## src/rtl/data_producer.sv

```systemverilog
// AXI-Stream test-traffic source: emits a programmed number of fixed-length packets
// tagged with a run-wide cycle_id and packet_id, with optional idle gaps between packets.
module data_producer #(
    parameter int PACKET_BEATS = 64,
    parameter int GAP_CYCLES   = 0
) (
    input  logic         clk,
    input  logic         reset,
    input  logic         start,
    input  logic [31:0]  packet_count,
    output logic         busy,
    output logic         done,
    output logic [511:0] AXIS_TX_TDATA,
    output logic         AXIS_TX_TVALID,
    output logic         AXIS_TX_TLAST,
    input  logic         AXIS_TX_TREADY
);

    typedef enum logic [1:0] {IDLE, SEND, GAP} state_t;

    localparam logic [15:0] LAST_BEAT = 16'(PACKET_BEATS - 1);
    localparam logic [31:0] LAST_GAP  = 32'(GAP_CYCLES - 1);

    state_t      r_state;
    state_t      w_nextState;
    logic [31:0] r_cycleId;
    logic [31:0] r_packetId;
    logic [15:0] r_beatIdx;
    logic [31:0] r_pktCount;
    logic [31:0] r_gapCnt;
    logic        r_done;

    logic w_accept;
    logic w_doneNext;
    logic w_xfer;
    logic w_lastBeat;
    logic w_finalPkt;

    assign w_lastBeat = (r_beatIdx == LAST_BEAT);
    assign w_finalPkt = (r_packetId == r_pktCount - 32'd1);

    always_ff @(posedge clk) begin
        if (reset) begin
            r_state <= IDLE;
        end else begin
            r_state <= w_nextState;
        end
    end

    // A start landing on the done cycle belongs to the finishing run and is dropped.
    always_comb begin
        w_nextState = r_state;
        w_accept    = 1'b0;
        w_doneNext  = 1'b0;
        w_xfer      = 1'b0;
        case (r_state)
            IDLE: begin
                if (start && !r_done) begin
                    if (packet_count != 32'd0) begin
                        w_accept    = 1'b1;
                        w_nextState = SEND;
                    end else begin
                        w_doneNext = 1'b1;
                    end
                end
            end
            SEND: begin
                if (AXIS_TX_TREADY) begin
                    w_xfer = 1'b1;
                    if (w_lastBeat) begin
                        if (w_finalPkt) begin
                            w_nextState = IDLE;
                            w_doneNext  = 1'b1;
                        end else if (GAP_CYCLES != 0) begin
                            w_nextState = GAP;
                        end
                    end
                end
            end
            GAP: begin
                if (r_gapCnt == LAST_GAP) begin
                    w_nextState = SEND;
                end
            end
            default: w_nextState = IDLE;
        endcase
    end

    always_ff @(posedge clk) begin
        if (reset) begin
            r_cycleId  <= '0;
            r_packetId <= '0;
            r_beatIdx  <= '0;
            r_pktCount <= '0;
            r_gapCnt   <= '0;
            r_done     <= 1'b0;
        end else begin
            r_done <= w_doneNext;
            if (w_accept) begin
                r_pktCount <= packet_count;
                r_cycleId  <= '0;
                r_packetId <= '0;
                r_beatIdx  <= '0;
                r_gapCnt   <= '0;
            end
            if (w_xfer) begin
                r_cycleId <= r_cycleId + 32'd1;
                r_gapCnt  <= '0;
                if (w_lastBeat) begin
                    r_beatIdx <= '0;
                    if (!w_finalPkt) begin
                        r_packetId <= r_packetId + 32'd1;
                    end
                end else begin
                    r_beatIdx <= r_beatIdx + 16'd1;
                end
            end
            if (r_state == GAP) begin
                r_gapCnt <= r_gapCnt + 32'd1;
            end
        end
    end

    // Outputs decode registered state only, so TREADY never reaches them combinationally.
    assign busy           = (r_state != IDLE);
    assign done           = r_done;
    assign AXIS_TX_TVALID = (r_state == SEND);
    assign AXIS_TX_TLAST  = (r_state == SEND) && w_lastBeat;
    assign AXIS_TX_TDATA  = {416'd0, r_packetId, 16'd0, r_beatIdx, r_cycleId};

endmodule

```

## config.mk

```make
export PLATFORM = sky130hd
export DESIGN_NAME = data_producer
export DESIGN_NICKNAME = d
export VERILOG_FILES = /design/src/rtl/data_producer.sv
export SDC_FILE = /design/constraint.sdc
export NUM_CORES = 1
export LEC_CHECK = 0
export ABC_AREA = 1
export BUFFER_PORTS_ARGS = -buffer_cell sky130_fd_sc_hd__clkbuf_2
export CAP_MARGIN = 10
export CORE_AREA = 2 2 218 220
export DETAILED_ROUTE_END_ITERATION = 10
export DIE_AREA = 0 0 220 222
export GPL_TIMING_DRIVEN = 0
export PLACE_DENSITY = 0.51
export SETUP_SLACK_MARGIN = 0.5
export SYNTH_ARGS = -nofsm -noshare
export SYNTH_HDL_FRONTEND = slang
export SYNTH_SLANG_ARGS = --single-unit
```

## constraint.sdc

```tcl
create_clock -name clk -period 4.8 [get_ports clk]
set_input_delay 1.44 -clock clk [delete_from_list [all_inputs] [get_ports clk]]
set_output_delay 1.44 -clock clk [all_outputs]
set_load 0.005 [all_outputs]
```

==> flow_metrics.py <==
metrics = {
    "run_status": {
        "status": "finished, final reports clean",
    },
    "clocking": {
        "cts_sinks": 114,
        "clock-root-buffer": "clkbuf_16",
        "path_clk_slew_ps": 60,
        "hold_buffers": 0,
        "cts_buffers": 17,
        "cts_tree": "done",
        "clockBufferDepth": 2,
        "cts_max_level": 4,
        "clkLatencyLatePin_ps": 420,
        "cts_setup_buffers": 0,
        "cts_resized": 0,
    },
    "worst_hold_path": {
        "hp-class": "flop to flop",
    },
    "die": {
        "die_area_um2": 48840,
        "chipHeight_um": 222,
        "core_area_um2": 46260,
        "rows": 79,
        "die_w_um": 220,
        "start_util": 0.2350,
        "ios": 552,
    },
    "yosys": {
        "synth_cell_types": 49,
        "synth.top_cells.by_area": "buf_4 30%, dfxtp_1 21%, nand2_1 12%",
        "synth_seq_cells": 114,
        "synthFlopType": "dfxtp_1",
        "yosys_warnings": 0,
        "synth_area_per_cell_um2": 6.440,
        "synth-async-reset-ratio": 0,
        "synthesis.area_um2": 10870,
        "synth_common_cells": "433 x buf_4, 345 x nand2_1, 224 x nor2_1, 122 x inv_1, 114 x dfxtp_1",
        "synth_cells": 1688,
        "yosysTopAreaCellShare": 0.2990,
        "yosys.area.top_type": "buf_4",
        "synth_edf_count": 0,
        "seq_area_frac_synth": 0.2099,
        "synth_most_common_cell": "buf_4",
    },
    "power_and_ir_drop": {
        "power_density_nw_per_um2": 216.4,
        "ir_worst_vdd_v": 0.0002099,
        "power_leakage_nw": 7.799,
    },
    "sta": {
        "fin_ws_ps": 1015,
        "clock.fmax_mhz": 264.2,
        "hold_viol_final": 0,
        "maxSlewViolCount": 0,
        "fin_worst_skew_ps": 13.11,
        "finalSetupViolCount": 0,
        "maxSlewHeadroom": 0.4066,
        "grt_setup_unrepaired": "no",
        "period_needed_ps": 3785,
        "timing.setup.tns_ps": 0,
        "fin_crit_sh": 0.7886,
        "worstMarginPinSlew_ps": 886.2,
    },
    "finish": {
        "fin_nets": 2297,
        "fillCellCount": 5138,
        "postLayoutCellArea_um2": 14440,
        "area_delta_synth_final_pct": 32.80,
        "drive_above_1_share": 0.2797,
        "n_antenna_cell": 0,
        "utilization": 0.3121,
    },
    "critical_path": {
        "end_kind": "flop",
        "critPathKind": "input pin to flop",
        "cp-start-kind": "input pin",
        "cp_max_fo": 10,
        "cp_data_arrival_time_ps": 4130,
        "worstPathRequired_ps": 5150,
    },
    "placed_design": {
        "port_buffers": 119,
        "place_ws_ps": 464.7,
        "placed_area_um2": 13840,
        "gp_congestion": 0.8689,
        "dpl.hpwl_mm": 30.23,
    },
    "run": {
        "drv_cap": 0,
    },
    "route": {
        "routed_wl_mm": 35.65,
        "vias_per_cell": 3.756,
        "wl_per_cell_um": 12.39,
        "drc": 0,
        "ant_nets": 0,
        "via_count": 10810,
        "drt_iter0_markers": 550,
        "drtPass1Iterations": 7,
    },
    "grt": {
        "gr-total-overflow": 0,
        "grt_max_degree": 17,
        "grt_usage": 0.1399,
        "grt_pass1_wl_mm": 53.68,
        "grt_pass1_vias": 9922,
        "antenna_found_initial": 0,
    },
}
## state kept, by name, summed over array words and instances, names as in the netlist
| register | cells |
|---|---|
| r_cycleId | 32 |
| r_packetId | 32 |
| r_pktCount | 32 |
| r_beatIdx | 16 |
| done | 1 |
| r_state | 1 |
## per-layer routing
metal / track usage / routed length [um] / up-vias
met5: 0 / 0 / -
met4: 0.04048 / 659 / 0
met3: 0.02743 / 2638 / 41
met2: 0.2636 / 18240 / 386
met1: 0.1566 / 14110 / 4758
li1: - / - / 5622
## area by class of cell
type | count | area, um2 | area share
inverter | 127 | 476.7 | 0.03302
multi-input combinational | 1405 | 6296 | 0.4361
buffer | 473 | 3433 | 0.2378
tap | 607 | 759.5 | 0.05261
timing repair buffer | 119 | 595.6 | 0.04126
clock inverter | 13 | 160.2 | 0.01109
sequential | 114 | 2282 | 0.1581
clock buffer | 19 | 432.9 | 0.02999
## critical path: stages
cell and delay (ps):
clkbuf_2 90, nor4_1 350, nand4_1 220, nor2_1 300
nor2_1 90, inv_1 180, clkbuf_1 470, clkbuf_1 610
o21ai_0 200, a21oi_1 170
## stage by stage
stage,cells,power (mW),hold slack [ps]
2_1_floorplan,2119,1.648,467.0
3_3_place_gp,2845,1.785,469.0
5_1_grt,2877,3.284,519.6
4_1_cts,2877,3.116,488.4
3_5_place_dp,2845,1.788,474.9
6_report,2877,3.124,489.1
## placed cells by master, fill, tap and decap left out, types with 5 or more instances in the layout
master	n
clkbuf_16	17
clkbuf_2	119
buf_4	433
clkbuf_1	29
xnor2_1	16
nor2_1	224
nor2_4	7
a21oi_1	72
inv_1	122
nand2_1	345
o21ai_0	62
xor2_1	31
a221oi_1	7
nand4_1	27
nor4_1	13
conb_1	432
buf_2	8
nor3_1	18
nand2_2	7
dfxtp_1	114
a211oi_1	7
nand3b_1	12
o21ai_1	5
nand3_1	76
nor2_2	9
## logic make-up (layout without fill, tap and decap cells)
kind of cell	Yosys count	in the layout	share of synthesized area
simple gates	754	754	0.3024
buf+inv	600	751	0.3597
compound gates	168	168	0.08518
flops	114	114	0.2099
xor+xnor	47	47	0.03787
fa+ha+maj	4	4	0.004604
other cells	1	432	0.0003450
## worst paths after layout
path / from / end / slack [ps] / cells after the start
hold / removal: r_cycleId[31] / r_cycleId[31] / 490 / 2
hold reg to reg: r_cycleId[31] / r_cycleId[31] / 490 / 2
setup / recovery: packet_count[24] / r_pktCount[30] / 1010 / 10
setup reg to reg: r_pktCount[0] / r_packetId[20] / 1800 / 18
## report_power, final
group          switching (mW)  total (mW)  internal, mW
logic                   0.436       0.787         0.351
registers              0.0360        1.01         0.972
clock network           0.511        1.33         0.818
total                   0.983        3.12          2.14
No activity file was read; power rests on OpenSTA's default activity.
